[config.mk]
export PLATFORM = sky130hd
export DESIGN_NAME = apb_i2c_regif_p
export DESIGN_NICKNAME = d
export VERILOG_FILES = /design/src/rtl/apb_i2c_regif_p.sv
export SDC_FILE = /design/constraint.sdc
export NUM_CORES = 1
export LEC_CHECK = 0
export BUFFER_PORTS_ARGS = -buffer_cell sky130_fd_sc_hd__buf_4
export CAP_MARGIN = 20
export CORE_ASPECT_RATIO = 1.4
export CORE_MARGIN = 4
export CORE_UTILIZATION = 43
export CTS_BUF_LIST = sky130_fd_sc_hd__clkbuf_8
export DETAILED_ROUTE_END_ITERATION = 8
export GPL_ROUTABILITY_DRIVEN = 0
export HOLD_SLACK_MARGIN = 0.06
export PLACE_DENSITY = 0.91
export SKIP_CTS_REPAIR_TIMING = 1
export SLEW_MARGIN = 20
export SYNTH_ARGS = -nofsm -noshare
export SYNTH_HDL_FRONTEND = slang
export SYNTH_SLANG_ARGS = --single-unit
[constraint.sdc]
create_clock -name PCLK -period 2.3 [get_ports PCLK]
set_input_delay 0.23 -clock PCLK [delete_from_list [all_inputs] [get_ports PCLK]]
set_output_delay 0.23 -clock PCLK [all_outputs]
set_load 0.1 [all_outputs]
[src/rtl/apb_i2c_regif_p.sv]
// APB slave register front-end for the I2C core: TX/RX FIFO access with
// bounded TX back-pressure, one-wait-state RX reads, decode errors and a sticky IRQ.
module apb_i2c_regif_p #(
  parameter int unsigned DATA_W   = 32,
  parameter int unsigned ADDR_W   = 32,
  parameter int unsigned CFG_W    = 14,
  parameter int unsigned TMO_W    = 14,
  parameter int unsigned WAIT_MAX = 16
) (
  input  logic              PCLK,
  input  logic              PRESET,
  input  logic              PSELx,
  input  logic              PENABLE,
  input  logic              PWRITE,
  input  logic [ADDR_W-1:0] PADDR,
  input  logic [DATA_W-1:0] PWDATA,
  output logic [DATA_W-1:0] PRDATA,
  output logic              PREADY,
  output logic              PSLVERR,
  input  logic [DATA_W-1:0] READ_DATA_ON_RX,
  input  logic              TX_FULL,
  input  logic              TX_EMPTY,
  input  logic              RX_EMPTY,
  input  logic              ERROR,
  output logic [DATA_W-1:0] WRITE_DATA_ON_TX,
  output logic              WR_ENA,
  output logic              RD_ENA,
  output logic [CFG_W-1:0]  I2C_CONFIG,
  output logic [TMO_W-1:0]  I2C_TIMEOUT,
  output logic              IRQ
);

  localparam int unsigned CNT_W = (WAIT_MAX < 2) ? 1 : $clog2(WAIT_MAX);

  localparam logic [ADDR_W-1:0] A_TX   = ADDR_W'(8'h00);
  localparam logic [ADDR_W-1:0] A_RX   = ADDR_W'(8'h04);
  localparam logic [ADDR_W-1:0] A_CFG  = ADDR_W'(8'h08);
  localparam logic [ADDR_W-1:0] A_TMO  = ADDR_W'(8'h0C);
  localparam logic [ADDR_W-1:0] A_IST  = ADDR_W'(8'h10);
  localparam logic [ADDR_W-1:0] A_IEN  = ADDR_W'(8'h14);
  localparam logic [ADDR_W-1:0] A_STAT = ADDR_W'(8'h18);

  typedef enum logic [1:0] {
    ST_IDLE    = 2'd0,
    ST_WAIT_TX = 2'd1,
    ST_RD_LAT  = 2'd2
  } state_e;

  state_e             state_q, state_d;
  logic [CNT_W-1:0]   cnt_q, cnt_d;
  logic [CFG_W-1:0]   cfg_q, cfg_d;
  logic [TMO_W-1:0]   tmo_q, tmo_d;
  logic [3:0]         int_status_q, int_status_d;
  logic [3:0]         int_enable_q, int_enable_d;
  logic               irq_q, irq_d;
  logic               tx_empty_q, tx_empty_d;
  logic               rx_empty_q, rx_empty_d;
  logic               err_q, err_d;

  logic               access;
  logic               hit_tx, hit_rx, hit_cfg, hit_tmo, hit_ist, hit_ien, hit_stat;
  logic               wr_reg, rd_reg;
  logic [DATA_W-1:0]  reg_rdata;

  logic               pready_c, pslverr_c, wr_ena_c, rd_ena_c, reg_we, timeout_ev;
  logic [DATA_W-1:0]  prdata_c;
  logic [3:0]         set_ev, clr_ev;

  assign access   = PSELx & PENABLE;
  assign hit_tx   = (PADDR == A_TX);
  assign hit_rx   = (PADDR == A_RX);
  assign hit_cfg  = (PADDR == A_CFG);
  assign hit_tmo  = (PADDR == A_TMO);
  assign hit_ist  = (PADDR == A_IST);
  assign hit_ien  = (PADDR == A_IEN);
  assign hit_stat = (PADDR == A_STAT);
  assign wr_reg   = PWRITE  & (hit_cfg | hit_tmo | hit_ist | hit_ien);
  assign rd_reg   = !PWRITE & (hit_cfg | hit_tmo | hit_ist | hit_ien | hit_stat);

  always_comb begin
    reg_rdata = '0;
    if (hit_cfg)       reg_rdata[CFG_W-1:0] = cfg_q;
    else if (hit_tmo)  reg_rdata[TMO_W-1:0] = tmo_q;
    else if (hit_ist)  reg_rdata[3:0]       = int_status_q;
    else if (hit_ien)  reg_rdata[3:0]       = int_enable_q;
    else if (hit_stat) reg_rdata[3:0]       = {ERROR, RX_EMPTY, TX_EMPTY, TX_FULL};
  end

  always_comb begin
    state_d    = state_q;
    cnt_d      = cnt_q;
    pready_c   = 1'b0;
    pslverr_c  = 1'b0;
    prdata_c   = '0;
    wr_ena_c   = 1'b0;
    rd_ena_c   = 1'b0;
    reg_we     = 1'b0;
    timeout_ev = 1'b0;
    case (state_q)
      ST_IDLE: begin
        if (access) begin
          if (wr_reg) begin
            pready_c = 1'b1;
            reg_we   = 1'b1;
          end else if (rd_reg) begin
            pready_c = 1'b1;
            prdata_c = reg_rdata;
          end else if (PWRITE && hit_tx) begin
            if (!TX_FULL) begin
              wr_ena_c = 1'b1;
              pready_c = 1'b1;
            end else begin
              // This access cycle already counts as the first wait cycle.
              state_d = ST_WAIT_TX;
              cnt_d   = CNT_W'(1);
            end
          end else if (!PWRITE && hit_rx) begin
            if (!RX_EMPTY) begin
              rd_ena_c = 1'b1;
              state_d  = ST_RD_LAT;
            end else begin
              pready_c  = 1'b1;
              pslverr_c = 1'b1;
            end
          end else begin
            pready_c  = 1'b1;
            pslverr_c = 1'b1;
          end
        end
      end
      ST_WAIT_TX: begin
        if (!PSELx) begin
          state_d = ST_IDLE;
        end else if (!TX_FULL) begin
          wr_ena_c = 1'b1;
          pready_c = 1'b1;
          state_d  = ST_IDLE;
        end else if (cnt_q >= CNT_W'(WAIT_MAX - 1)) begin
          pready_c   = 1'b1;
          pslverr_c  = 1'b1;
          timeout_ev = 1'b1;
          state_d    = ST_IDLE;
        end else begin
          cnt_d = cnt_q + CNT_W'(1);
        end
      end
      ST_RD_LAT: begin
        pready_c = 1'b1;
        prdata_c = READ_DATA_ON_RX;
        state_d  = ST_IDLE;
      end
      default: state_d = ST_IDLE;
    endcase
  end

  always_comb begin
    cfg_d        = cfg_q;
    tmo_d        = tmo_q;
    int_enable_d = int_enable_q;
    clr_ev       = '0;
    if (reg_we && hit_cfg) cfg_d        = PWDATA[CFG_W-1:0];
    if (reg_we && hit_tmo) tmo_d        = PWDATA[TMO_W-1:0];
    if (reg_we && hit_ien) int_enable_d = PWDATA[3:0];
    if (reg_we && hit_ist) clr_ev       = PWDATA[3:0];
    set_ev       = {timeout_ev, ERROR & ~err_q, rx_empty_q & ~RX_EMPTY, TX_EMPTY & ~tx_empty_q};
    // Set is applied after clear so a simultaneous event wins over W1C.
    int_status_d = (int_status_q & ~clr_ev) | set_ev;
    irq_d        = |(int_status_q & int_enable_q);
    tx_empty_d   = TX_EMPTY;
    rx_empty_d   = RX_EMPTY;
    err_d        = ERROR;
  end

  always_ff @(posedge PCLK or posedge PRESET) begin
    if (PRESET) begin
      state_q      <= ST_IDLE;
      cnt_q        <= '0;
      cfg_q        <= '0;
      tmo_q        <= '0;
      int_status_q <= '0;
      int_enable_q <= '0;
      irq_q        <= 1'b0;
      tx_empty_q   <= 1'b1;
      rx_empty_q   <= 1'b1;
      err_q        <= 1'b0;
    end else begin
      state_q      <= state_d;
      cnt_q        <= cnt_d;
      cfg_q        <= cfg_d;
      tmo_q        <= tmo_d;
      int_status_q <= int_status_d;
      int_enable_q <= int_enable_d;
      irq_q        <= irq_d;
      tx_empty_q   <= tx_empty_d;
      rx_empty_q   <= rx_empty_d;
      err_q        <= err_d;
    end
  end

  // Bus-facing strobes are forced low while reset is held, even mid-transfer.
  assign PREADY           = pready_c  & ~PRESET;
  assign PSLVERR          = pslverr_c & ~PRESET;
  assign WR_ENA           = wr_ena_c  & ~PRESET;
  assign RD_ENA           = rd_ena_c  & ~PRESET;
  assign PRDATA           = PRESET ? '0 : prdata_c;
  assign WRITE_DATA_ON_TX = PRESET ? '0 : PWDATA;
  assign I2C_CONFIG       = cfg_q;
  assign I2C_TIMEOUT      = tmo_q;
  assign IRQ              = irq_q;

endmodule

==> impl_metrics.toml <==
[status]
outcome = "finished with violations"
violated_checks = "setup timing"

[flow_run]
max_cap_violations = 0

[drt]
avgRoutedWirePerCell_um = 18.3
drc = 0
drt-initial-drc-count = 202
via_per_inst = 5.45
vias = 3355
routed_wl_mm = 11.3
postRouteAntennaNets = 0
firstDrtPassIters = 4

[timing]
transition_time_at_the_pin_with_the_least_slew_margin_ns = 0.582
timing.final.ws_setup_ns = -0.0564
fin_setup_tns_ns = -0.210
relSlewSlack = 0.612
worst_hold_slack_ns = 0.184
finalClockSkew_ns = 0.00677
fin_crit_ns = 2.36
rsz0062_at_grt = "true"
hold_viol_final = 0
fin_max_slew_vios = 0
report.final.setup_viol = 5
min_period_over_period = 1.02
maximum_clock_rate_ghz = 0.424

[synthesis]
synth-edff-count = 0
share_of_synthesized_area_occupied_by_flip_flops_and_latches = 0.394
yosysTopAreaCellShare = 0.376
syn_nets = 408
syn-mean-instance-area_um2 = 9.69
synth_top_cell_by_area = "dfrtp_1"
postSynthRegisterBits = 46
netlist-cell-type-count = 43
syn-instance-count = 302
post_synth_instance_area_um2 = 2930
netlist_top_cells_count = "44 x dfrtp_1, 38 x nor2b_1, 37 x mux2_2, 20 x and3_1, 20 x nor2_1"
synth.yosys.warnings = 0
async_reset_ff_frac = 1.00
cell_with_the_most_instances_after_synthesis = "dfrtp_1"
synth.area.top_cells = "dfrtp_1 38%, mux2_2 14%, nor2b_1 8.1%, and3_1 4.3%, a32oi_1 3.3%"
yosys_most_used_dff = "dfrtp_1"

[global_route]
grt_usage = 0.261
via_count_of_the_first_global_routing_pass = 3445
grt_first_pass_wirelength_mm = 17.3
largest_net_degree_at_the_start_of_global_routing = 47
grt_antenna_before_repair = 0
grt-ovfl-total = 0

[layout]
instances_no_fill = 616
area_delta_synth_final_pct = 77.7
n_antenna_cell = 0
regArea_um2 = 1150
multi_input_comb_area_um2 = 1860
proportion_of_layout_cells_with_a_drive_suffix_above_1 = 0.595
finish.net_count = 629
fill_cells = 411
post_route_cell_area_um2 = 5200
postLayoutCoreUtil = 0.787

[floorplan]
core_area_um2 = 6610
ioPinCount = 202
chipHeight_um = 106
dieWidth_um = 77.7
total_die_area_um2 = 8210
floorplan.initialDensity = 0.443
floorplan.rows = 35

[cts]
clock_insertion_delay_worst_skew_ns = 0.29
ctsLongestPathBuffers = 2
cts-buffers-inserted = 5
cts.sink_count = 46
htreeDepth = 2
cts.reportedPaths.clkPinSlew_ns = 0.08
ctsRootBufferMaster = "clkbuf_8"
tritoncts = "built"

[setup_path]
path_class = "register to output pin"
cp_top_family = "simple AND/OR/NAND/NOR gates"
end_kind = "output pin"
cp_data_arrival_time_ns = 2.13
critPathMaxFanout = 4
reg2reg_slack_ns = 0.29
r2r_end = "int_enable_q[2]"
cell_by_cell_listing_of_the_critical_path = "and4bb_1, nand4_1, or4_4, o21ai_4, buf_12"
count_of_cell_instances_traversed_by_the_critical_path = 5
r2r_cells = 6
worstReg2RegStart = "state_q[1]"
cp_required_ns = 2.07
crit_buf_inv = 1
critPathMaxStageDelay_ns = 0.61
worstSetupStartpointType = "register"
crit_slowest_cell = "or4_4"

[pwr]
p_per_area_nw_per_um2 = 363
ir_drop_mv = 0.318
power_leakage_nw = 2.61
total_power_mw = 1.89

[placed_design]
port-buffer-count = 201
placement.cell_area_um2 = 4890
place.detailed.instances = 603
detailedPlace.worstSlack_ns = -0.0636
dp.final_hpwl_mm = 8.65

[hold_path]
min-delay-start = "PWDATA[13]"
hold_path_end = "I2C_TIMEOUT[13]"
hold_path_depth = 2
min-delay-path-class = "primary input to register"
-- sequential cells by signal, summed over array words and instances (netlist names) --
| name | flops |
|---|---|
| I2C_TIMEOUT | 14 |
| I2C_CONFIG | 14 |
| tx_empty_q | 1 |
| IRQ | 1 |
| cnt_q | 4 |
| rx_empty_q | 1 |
| int_enable_q | 4 |
| state_q | 2 |
| int_status_q | 4 |
| err_q | 1 |
-- metal layers --
| metal | vias up | global-route usage | wire (um) |
|---|---|---|---|
| li1 | 1546 | - | - |
| met1 | 1620 | 0.301 | 4080 |
| met2 | 158 | 0.480 | 6190 |
| met3 | 31 | 0.0427 | 690 |
| met4 | 0 | 0.0891 | 337 |
| met5 | - | 0 | 0 |
-- layout by cell type (no fill, tap or decap), types with 4 or more instances in the layout --
master and count:
buf_12 10, nor2_1 9, nand4_1 6, nor4_1 8, mux2i_1 9, nand2_1 14
o21ai_0 8, buf_4 207, buf_8 10, dfrtp_1 44, a32oi_1 11, a21oi_1 6
nand3_1 10, mux2_4 4, nor2b_1 37, clkbuf_8 6, o21ai_4 4, mux2_2 37
and3_1 20, inv_1 7, nor2_4 10
-- power by group --
group | internal [mW] | leakage (nW) | total (mW) | switching (mW)
registers | 0.812 | 0.608 | 0.813 | 0.000760
logic | 0.206 | 1.95 | 0.583 | 0.377
clock network | 0.238 | 0.0524 | 0.491 | 0.253
-- layout make-up --
| type | instances | area share |
|---|---|---|
| clock buffer | 6 | 0.0159 |
| clock inverter | 2 | 0.00168 |
| inverter | 7 | 0.00577 |
| multi-input combinational | 231 | 0.357 |
| sequential | 46 | 0.222 |
| tap | 92 | 0.0221 |
| timing repair buffer | 232 | 0.376 |
-- worst max path at each step --
stage,start,to,slack [ns]
3_3_place_gp,PADDR[1],PRDATA[2],-0.05
5_1_grt,state_q[1],PRDATA[10],-0.17
4_1_cts,state_q[1],PRDATA[2],-0.18
2_1_floorplan,state_q[0],WR_ENA,-0.21
6_report,state_q[1],PRDATA[2],-0.06
3_5_place_dp,PADDR[1],PRDATA[2],-0.06
-- cell families (layout without fill, tap and decap cells) --
kind of cell	Yosys count	count (layout)	synth area share
xor gates and xnor gates	1	1	0.00299
and+or+nand+nor	138	138	0.272
adders and majority gates	1	1	0.00427
DFF	46	46	0.394
AOI/OAI and AO/OA	40	40	0.0944
buffers and inverters	25	247	0.0350
muxes	51	51	0.197
Power figures use the tool's default switching activity.
